File: src/rtl/ex_stage.sv
// RV32 execute stage: single-cycle ALU plus an iterative radix-2 divider that stalls upstream.
// Optional MUL/MULH/MULHSU/MULHU support is compiled in when EX_MUL_EN is defined.
module ex_stage #(
    parameter int DIV_CNT_W = 6,
    parameter int XLEN      = 32
) (
    input  logic            clk,
    input  logic            rst,
    input  logic [6:0]      opcode_i,
    input  logic [2:0]      func3_i,
    input  logic [6:0]      func7_i,
    input  logic [XLEN-1:0] reg1_i,
    input  logic [XLEN-1:0] reg2_i,
    input  logic [4:0]      wd_i,
    input  logic            wreg_i,
    input  logic            annul_i,
    output logic [4:0]      wd_o,
    output logic            wreg_o,
    output logic [XLEN-1:0] wdata_o,
    output logic            stall_req_o
);
    localparam logic [6:0] OPC_OP     = 7'b0110011;
    localparam logic [6:0] OPC_OP_IMM = 7'b0010011;
    localparam logic [6:0] OPC_LUI    = 7'b0110111;
    localparam logic [6:0] F7_BASE    = 7'b0000000;
    localparam logic [6:0] F7_ALT     = 7'b0100000;
    localparam logic [6:0] F7_MULDIV  = 7'b0000001;

    typedef enum logic [1:0] {IDLE, BUSY, DONE} div_state_e;

    div_state_e           state_q, state_d;
    logic [DIV_CNT_W-1:0] cnt_q, cnt_d;
    logic [XLEN-1:0]      quo_q, quo_d, rem_q, rem_d, dvs_q, dvs_d;
    logic                 neg_q_q, neg_q_d, neg_r_q, neg_r_d;
    logic                 is_rem_q, is_rem_d, special_q, special_d;

    logic [XLEN-1:0] alu_res, div_res, a_abs, b_abs;
    logic [XLEN:0]   shifted, diff;
    logic            is_div, signed_op, a_neg, b_neg, stall;

    function automatic logic [XLEN-1:0] base_alu(input logic [2:0] f3, input logic sub,
                                                 input logic sra, input logic [XLEN-1:0] a,
                                                 input logic [XLEN-1:0] b);
        logic [XLEN-1:0] r;
        case (f3)
            3'b000:  r = sub ? a - b : a + b;
            3'b001:  r = a << b[4:0];
            3'b010:  r = {{(XLEN-1){1'b0}}, $signed(a) < $signed(b)};
            3'b011:  r = {{(XLEN-1){1'b0}}, a < b};
            3'b100:  r = a ^ b;
            3'b101:  r = sra ? XLEN'($signed(a) >>> b[4:0]) : a >> b[4:0];
            3'b110:  r = a | b;
            default: r = a & b;
        endcase
        return r;
    endfunction

`ifdef EX_MUL_EN
    // 33x33 signed product covers all four signedness combinations of the MUL family.
    logic              mul_a_sgn, mul_b_sgn;
    logic signed [2*XLEN+1:0] prod;
    assign mul_a_sgn = (func3_i != 3'b011);
    assign mul_b_sgn = (func3_i == 3'b000) || (func3_i == 3'b001);
    assign prod = $signed({mul_a_sgn & reg1_i[XLEN-1], reg1_i})
                * $signed({mul_b_sgn & reg2_i[XLEN-1], reg2_i});
`endif

    always_comb begin
        alu_res = '0;
        case (opcode_i)
            OPC_OP: begin
                if (func7_i == F7_BASE)
                    alu_res = base_alu(func3_i, 1'b0, 1'b0, reg1_i, reg2_i);
                else if (func7_i == F7_ALT && (func3_i == 3'b000 || func3_i == 3'b101))
                    alu_res = base_alu(func3_i, 1'b1, 1'b1, reg1_i, reg2_i);
`ifdef EX_MUL_EN
                else if (func7_i == F7_MULDIV && !func3_i[2])
                    alu_res = (func3_i == 3'b000) ? prod[XLEN-1:0] : prod[2*XLEN-1:XLEN];
`endif
            end
            OPC_OP_IMM: alu_res = base_alu(func3_i, 1'b0, func7_i[5], reg1_i, reg2_i);
            OPC_LUI:    alu_res = reg2_i;
            default:    alu_res = '0;
        endcase
    end

    assign is_div    = (opcode_i == OPC_OP) && (func7_i == F7_MULDIV) && func3_i[2];
    assign signed_op = !func3_i[0];
    assign a_neg     = signed_op & reg1_i[XLEN-1];
    assign b_neg     = signed_op & reg2_i[XLEN-1];
    assign a_abs     = a_neg ? -reg1_i : reg1_i;
    assign b_abs     = b_neg ? -reg2_i : reg2_i;
    // Partial remainder is always below the divisor, so the shifted value fits in XLEN+1 bits.
    assign shifted   = {rem_q, quo_q[XLEN-1]};
    assign diff      = shifted - {1'b0, dvs_q};

    always_comb begin
        state_d   = state_q;
        cnt_d     = cnt_q;
        quo_d     = quo_q;
        rem_d     = rem_q;
        dvs_d     = dvs_q;
        neg_q_d   = neg_q_q;
        neg_r_d   = neg_r_q;
        is_rem_d  = is_rem_q;
        special_d = special_q;
        stall     = 1'b0;
        if (annul_i) begin
            state_d = IDLE;
        end else begin
            case (state_q)
                IDLE: if (is_div) begin
                    stall    = 1'b1;
                    is_rem_d = func3_i[1];
                    neg_q_d  = a_neg ^ b_neg;
                    neg_r_d  = a_neg;
                    dvs_d    = b_abs;
                    cnt_d    = '0;
                    if (reg2_i == '0) begin
                        quo_d = '1; rem_d = reg1_i; special_d = 1'b1; state_d = DONE;
                    end else if (signed_op && reg1_i == 32'h8000_0000 && reg2_i == '1) begin
                        quo_d = 32'h8000_0000; rem_d = '0; special_d = 1'b1; state_d = DONE;
                    end else begin
                        quo_d = a_abs; rem_d = '0; special_d = 1'b0; state_d = BUSY;
                    end
                end
                BUSY: begin
                    stall = 1'b1;
                    rem_d = diff[XLEN] ? shifted[XLEN-1:0] : diff[XLEN-1:0];
                    quo_d = {quo_q[XLEN-2:0], ~diff[XLEN]};
                    cnt_d = cnt_q + 1'b1;
                    if (cnt_q == DIV_CNT_W'(XLEN - 1))
                        state_d = DONE;
                end
                default: state_d = IDLE;
            endcase
        end
    end

    always_ff @(posedge clk or posedge rst) begin
        if (rst) begin
            state_q   <= IDLE;
            cnt_q     <= '0;
            quo_q     <= '0;
            rem_q     <= '0;
            dvs_q     <= '0;
            neg_q_q   <= 1'b0;
            neg_r_q   <= 1'b0;
            is_rem_q  <= 1'b0;
            special_q <= 1'b0;
        end else begin
            state_q   <= state_d;
            cnt_q     <= cnt_d;
            quo_q     <= quo_d;
            rem_q     <= rem_d;
            dvs_q     <= dvs_d;
            neg_q_q   <= neg_q_d;
            neg_r_q   <= neg_r_d;
            is_rem_q  <= is_rem_d;
            special_q <= special_d;
        end
    end

    // Special cases already hold their final signed values, so skip the fix-up for them.
    assign div_res = is_rem_q ? ((neg_r_q && !special_q) ? -rem_q : rem_q)
                              : ((neg_q_q && !special_q) ? -quo_q : quo_q);

    assign wd_o        = rst ? '0 : wd_i;
    assign wreg_o      = rst ? 1'b0 : (wreg_i & ~annul_i);
    assign stall_req_o = rst ? 1'b0 : stall;
    assign wdata_o     = (rst || stall) ? '0 : (state_q == DONE) ? div_res : alu_res;
endmodule

File: config.mk
export PLATFORM = sky130hd
export DESIGN_NAME = ex_stage
export DESIGN_NICKNAME = d
export VERILOG_FILES = /design/src/rtl/ex_stage.sv
export SDC_FILE = /design/constraint.sdc
export NUM_CORES = 1
export LEC_CHECK = 0
export CAP_MARGIN = 20
export CELL_PAD_IN_SITES_DETAIL_PLACEMENT = 1
export CELL_PAD_IN_SITES_GLOBAL_PLACEMENT = 2
export CORE_MARGIN = 2
export CORE_UTILIZATION = 35
export CTS_CLUSTER_DIAMETER = 40
export DETAILED_ROUTE_END_ITERATION = 7
export PLACE_DENSITY = 0.84
export REMOVE_ABC_BUFFERS = 1
export SYNTH_ARGS = -nofsm -noshare
export SYNTH_HDL_FRONTEND = slang
export SYNTH_SLANG_ARGS = --single-unit
File: constraint.sdc
create_clock -name clk -period 6.5 [get_ports clk]
set_input_delay 0.65 -clock clk [delete_from_list [all_inputs] [get_ports clk]]
set_output_delay 0.65 -clock clk [all_outputs]
set_load 0.02 [all_outputs]
==> results.md, run 1 <==
- Result of the run: completed
- # Post-CTS Setup Buffers: 0
- Buf+Inv Stages, Crit Path: 4
- Power density cells: 283 mW/mm^2
- Endpoint class of the critical path: primary output
- Largest net degree at the start of global routing: 90
- Final routed DRC violation total: 0
- First-pass GRT wire length: 178 mm
- Synth warnings: 0
- Drt total wl: between 100 and 150 mm
- CTS Hold Bufs: 0
- Startpoint types: input pin
- Slew Viols, Final: 0
- Fmax achieved: 0.160 GHz
- Core Area: 0.0591 sq mm
- Yosys top cell by area: dfrtp_1
- Reg2reg setup slack: 1.98 ns
- Worst Hold Class: reg -> reg
- Net count of the finished layout: 3297
- Power consumption: about 0.0067 W
- Hold Fails Final Rpt: 0
- VDD IR max: roughly 0.00018 V
- Total GRT Usage: 0.383
- Vias post-DR: ~26000
- Worst skew pair latency: about 0.37 ns
- Worst Path Required: about 6 ns
- Die H: approximately 250 um
- Share of flip-flops with an asynchronous set or reset: 1.00
- Final ANT Viol Nets: 0
- Yosys reg bits: roughly 110
- Die area: between 0.06 and 0.07 sq mm
- IO Port Bufs: 128
- Post-synth EDFFs: 0
- Prevailing post-synth register cell: dfrtp_1
- Fraction of layout cells with a size suffix above 1: 0.0937
- Ranking of synthesized cells by area: dfrtp_1 (13%), ha_1 (8.1%), o21ai_0 (6.9%), a21oi_1 (6.5%), nor2_1 (6.3%)
- Max-cap viol count: 0
- DR vias/cell: around 6.7
- Delay-heaviest family, CP: buffers and inverters
- GPL Wtd Cong: 1.05
- Vias in the first global route: between 20000 and 30000
- Crit path kind: in -> out
- Most instantiated library cell after synthesis: nor2_1
- Post-Syn Area per Cell: slightly below 7 sq um
- Normalized max-slew margin: 0.177
- Cts bufs inserted: 9
- Commonest cells in the netlist: nor2_1 (353), o21ai_0 (291), nand2_1 (287)
- Initial core utilization: 0.355
- Synth Instances: approximately 3000
- Clk sinks: between 100 and 150
- Worst Path Max Fanout: 12
- Worst Skew: about 0.013 ns
- Post-synthesis cell type count: 89
- Worst EP arrival: ~5.6 ns
- Unrepaired setup endpoints after global routing: false
- Initial antenna violation count: 7
- Worst-path clk slew: approximately 0.07 ns
- Detailed Routing Iterations Pass 1: 6
- Cell repeated most along the worst path: clkdlybuf4s50_1
- H-Tree Depth: 3
- Slowest CP cell: clkdlybuf4s50_1
- Max Root-Sink Buffers: 2
- Drt wl/cell: around 32 um
- CTS tree: yes
- Crit path largest cell delay: about 1.1 ns
- Synthesized cell area: ~0.021 sq mm
- Final worst path period share: 0.961
- Clock period minus final worst setup slack: approximately 6.2 ns
- Post-synth top area share: 0.129
- # IOs: between 100 and 150
- CTS resizes: 0
- Rows: 89
- Register area share after synthesis: 0.129
- Die W: 249 um
- Iteration-0 DRC Markers: between 3000 and 4000
- Final HPWL DP: 97.3 mm
- Leakage: between 9 and 10 nW
- Worst slew pin tran: about 1.2 ns
- Worst-path cell chain: clkdlybuf4s50_1 > inv_1 > ha_1 > o21ai_0 > a211oi_1 > a221oi_1 > o311ai_0 > nor4_1 > buf_4 > a221o_1 > o31ai_1 > a21o_1 > clkdlybuf4s50_1
- # setup viols final: 0
- Grt ovf: 0
- CTS root buffer: clkbuf_16
- Setup_tns: 0 ns
- Area Growth Syn to Fin: 13.0%
-- cell type report --
type	instances	area [sq um]
Fill cell	7419	35400
Multi-Input combinational cell	2529	16800
Sequential cell	108	2700
Timing Repair Buffer	277	2400
Tap cell	773	967
Inverter	144	543
Clock buffer	11	243
Clock inverter	5	35.0
Antenna cell	2	5.00
-- stage by stage --
step | std cells | hold slack [ns] | cell area (sq um) | setup WS (ns) | util
3_3_place_gp | 3827 | 0.461 | 23300 | 0.482 | 0.395
6_report | 3849 | 0.483 | 23700 | 0.255 | 0.401
3_5_place_dp | 3827 | 0.470 | 23300 | 0.411 | 0.395
4_1_cts | 3843 | 0.485 | 23600 | 0.407 | 0.400
2_1_floorplan | 2781 | 0.450 | 20000 | 0.932 | -
5_1_grt | 3848 | 0.512 | 23700 | 0.0954 | 0.401
-- cells by family after synthesis --
logic type | count (synthesis) | share of synthesized area
compound gates | 1042 | 0.314
xor+xnor | 185 | 0.0773
fa+ha+maj | 138 | 0.0834
buf+inv | 384 | 0.0734
flops | 108 | 0.129
mux | 139 | 0.0982
simple gates | 1025 | 0.224
-- where the power goes --
part	internal, W	total [W]	leakage, nW	switching (W)
combinational	0.00184	0.00479	7.79	0.00294
sequential	0.000956	0.00138	1.35	0.000426
clock	0.000272	0.000539	0.136	0.000268
total	0.00307	0.00671	9.28	0.00363
-- layout by cell type, fill, tap and decap left out, drive strengths merged, types with 26 or more instances in the layout --
cell	instances
mux2i	74
nand3	73
or3	27
o31ai	44
o21ai	295
buf	157
nand2	287
xor2	49
nand4	26
xnor2	136
clkdlybuf4s50	120
nor4	28
o211ai	45
a31oi	58
mux4	52
a21oi	273
a21o	30
ha	135
a211oi	53
nor2	353
dfrtp	108
nand2b	37
nor3	90
nor2b	32
inv	143
-- sequential cells by signal, indices dropped and copies added (netlist names) --
signal     cells
dvs_q         32
rem_q         32
state_q        2
cnt_q          6
special_q      1
is_rem_q       1
neg_q_q        1
neg_r_q        1
quo_q         32
-- worst paths after layout --
kind,start,to,depth (start not counted)
max in group asynchronous,rst,rem_q[4],4
min,dvs_q[15],dvs_q[15],2
max,reg1_i[26],wdata_o[30],13
min in group asynchronous,rst,state_q[0],2
max reg2reg,quo_q[31],rem_q[30],14
min reg2reg,dvs_q[15],dvs_q[15],2
-- worst reg2reg max path, cell delays in order (launching register included) --
cell and delay [ns]:
dfrtp_1 0.45, inv_1 0.09, ha_1 0.24, fa_1 0.41, nand2b_1 0.20, a21o_1 0.21, a21oi_1 0.24, o21ai_0 0.29
a21oi_1 0.40, o221ai_1 0.25, xnor2_2 0.80, buf_4 0.29, mux2_2 0.35, nand2_1 0.07, a31oi_1 0.09
-- layer usage --
layer,GRT usage,vias up,wire length [um]
met5,0,-,41
met1,0.508,12800,50300
met4,0.195,6,7190
li1,-,11100,-
met3,0.0775,353,12300
met2,0.588,1436,52700
(Power assumes the default switching activity.)
==> run 2: changes to the inputs <==
CELL_PAD_IN_SITES_DETAIL_PLACEMENT = default   (was 1)
CELL_PAD_IN_SITES_GLOBAL_PLACEMENT = default   (was 2)
PLACE_DENSITY = 0.54   (was 0.84)
SKIP_LAST_GASP = 1   (was default)
==> run 2 against run 1 <==
Design area up 0.94%. Via count down 0.84%. Flip-flop and latch count unchanged.
==> results.md, run 2 (same netlist as run 1, synthesis figures left out) <==
- Result of the run: completed
- Slowest CP cell: clkdlybuf4s50_1
- Iteration-0 DRC Markers: 3898 (+20%)
- # setup viols final: 0 (unchanged)
- First-pass GRT wire length: 178 mm (+0.19%)
- Core Area: 0.0591 sq mm (unchanged)
- CTS root buffer: clkbuf_16
- IO Port Bufs: 128 (unchanged)
- Slew Viols, Final: 0 (unchanged)
- Worst slew pin tran: 1.22 ns (+0.00606 ns)
- Most frequent cells in the layout: nor2_1 (350), o21ai_0 (291), nand2_1 (285)
- Area Growth Syn to Fin: 14.1%
- Delay-heaviest family, CP: compound AO/OA/AOI/OAI gates
- Power density cells: 280 mW/mm^2 (-1.2%)
- Grt ovf: 0 (unchanged)
- Cts bufs inserted: 9 (unchanged)
- Drt total wl: 126 mm (+2.8%)
- Worst Skew: 0.0184 ns (+0.00543 ns)
- Net count of the finished layout: 3326 (+0.88%)
- Largest net degree at the start of global routing: 75 (-17%)
- CTS tree: yes
- Rows: 89 (unchanged)
- Clock network fraction of total power: 0.088 (+0.008)
- Hold Fails Final Rpt: 0 (unchanged)
- Clk sinks: 108 (unchanged)
- Setup_tns: 0 ns (unchanged)
- Worst Path Max Fanout: 9 (-3)
- Leakage: 9.42 nW (+1.5%)
- Drt wl/cell: 32.5 um (+2.1%)
- Worst-path cell chain: clkdlybuf4s50_1 > inv_1 > ha_1 > inv_1 > fa_1 > nor2b_1 > o311ai_0 > buf_4 > a21oi_2 > o21a_1 > a2111oi_0 > a21oi_1 > xor2_1 > o221ai_1 > nand2_1 > a21oi_1 > clkdlybuf4s50_1
- Vias in the first global route: 24100 (-6.0%)
- Worst EP arrival: 5.62 ns (+0.03 ns)
- Worst skew pair latency: 0.38 ns (about the same)
- Fin area: 0.0239 sq mm (+0.94%)
- Internal power: 0.00308 W (+0.25%)
- Detailed Routing Iterations Pass 1: 6 (unchanged)
- Crit path kind: in -> out
- Worst Path Required: 5.85 ns (about the same)
- Crit path largest cell delay: 0.68 ns (-0.38 ns)
- Clock period minus final worst setup slack: 6.27 ns (+0.0262 ns)
- Final ANT Viol Nets: 0 (unchanged)
- Comb pwr share: 0.706 (-0.008)
- Endpoint class of the critical path: primary output
- Fmax achieved: 0.159 GHz (-0.42%)
- Die W: 249 um (unchanged)
- VDD IR max: 0.000350 V (+94%)
- Sw Pwr: 0.00361 W (-0.75%)
- # IOs: 129 (unchanged)
- Initial core utilization: 0.355 (unchanged)
- GPL Wtd Cong: 1.05 (-0.25%)
- H-Tree Depth: 3 (unchanged)
- Die area: 0.0619 sq mm (unchanged)
- Placed standard-cell area: 0.0236 sq mm (+0.99%)
- Worst-path clk slew: 0.07 ns (about the same)
- CTS Hold Bufs: 0 (unchanged)
- Max Root-Sink Buffers: 2 (unchanged)
- Final routed DRC violation total: 0 (unchanged)
- Normalized max-slew margin: 0.179 (+0.00166)
- DR vias/cell: 6.58 (-1.6%)
- Buf+Inv Stages, Crit Path: 5 (+1)
- # Post-CTS Setup Buffers: 0 (unchanged)
- Biggest regs: dvs_q x32, quo_q x32, rem_q x32
- Commonest non-fill, non-tap cell in the layout: nor2_1
- Seq pwr share: 0.206 (about the same)
- Worst Hold Class: reg -> reg
- Max-cap viol count: 0 (unchanged)
- Total GRT Usage: 0.393 (+0.00961)
- Die H: 249 um (unchanged)
- Vias post-DR: 25500 (-0.84%)
- Unrepaired setup endpoints after global routing: false
- Initial antenna violation count: 3 (-4)
- Startpoint types: input pin
- Switch share: 0.539 (-0.00248)
- Final worst path period share: 0.965 (+0.00403)
- Final HPWL DP: 101 mm (+3.4%)
- Fraction of layout cells with a size suffix above 1: 0.102 (+0.00815)
- CTS resizes: 0 (unchanged)
## run 2: cell count changes in the layout (fill, tap and decap cells not counted), sizes merged
| cell | before | now |
|---|---|---|
| diode | 2 | 1 |
| clkinv | 5 | 4 |
| inv | 143 | 145 |
| clkdlybuf4s50 | 120 | 121 |
| buf | 157 | 182 |
| bufinv | 0 | 1 |
| clkbuf | 11 | 12 |
## run 2: layout make-up
cell class,count,area [sq um]
multi-input cells,2529,16800
clock inverters,7,80.1
clock buffers,9,225
well taps,773,967
flip-flops and latches,108,2700
diodes,1,2.50
fillers,6244,35200
inverters,144,543
repair buffers,306,2600
## run 2: stage by stage
stage | total power, W | util | worst slack, ns | instances | hold WS, ns
floorplan | 0.00442 | - | 0.932 | 2781 | 0.450
global route | 0.00718 | 0.404 | 0.0633 | 3876 | 0.517
global placement | 0.00590 | 0.399 | 0.494 | 3854 | 0.463
detailed placement | 0.00594 | 0.399 | 0.510 | 3856 | 0.470
finish | 0.00669 | 0.404 | 0.229 | 3877 | 0.483
CTS | 0.00656 | 0.404 | 0.455 | 3872 | 0.488
## run 2: worst paths after layout
check	cells past startpoint	to	slack [ns]	start
max reg2reg	15	rem_q[5]	2.19	quo_q[31]
min in group asynchronous	2	state_q[0]	0.94	rst
max in group asynchronous	3	dvs_q[7]	4.14	rst
min	2	dvs_q[9]	0.48	dvs_q[9]
min reg2reg	2	dvs_q[9]	0.48	dvs_q[9]
max	17	wdata_o[16]	0.23	reg1_i[0]
## run 2: worst reg2reg max path: cells and delay by family, from the launching register on
| family | cells | cell delay [ns] |
|---|---|---|
| simple gates | 1 | 0.19 |
| xor+xnor | 1 | 0.16 |
| compound gates | 7 | 1.69 |
| mux | 1 | 0.44 |
| fa+ha+maj | 2 | 0.64 |
| buf+inv | 3 | 0.74 |
| flops | 1 | 0.33 |
## run 2: power by group through the flow
stage	Combinational (W)	Sequential, W	Clock (W)
4_1_cts	0.00460	0.00137	0.000595
3_5_place_dp	0.00456	0.00138	0
3_3_place_gp	0.00453	0.00137	0
5_1_grt	0.00513	0.00143	0.000621
6_report	0.00472	0.00138	0.000588
2_1_floorplan	0.00316	0.00126	0
## run 2: layer usage
layer,routed length (um),track usage,part of all wire,vias up
met5,0,0,0,-
li1,-,-,-,11200
met4,6690,0.187,0.053,0
met3,13500,0.0899,0.11,286
met1,53100,0.539,0.42,12500
met2,52600,0.579,0.42,1617
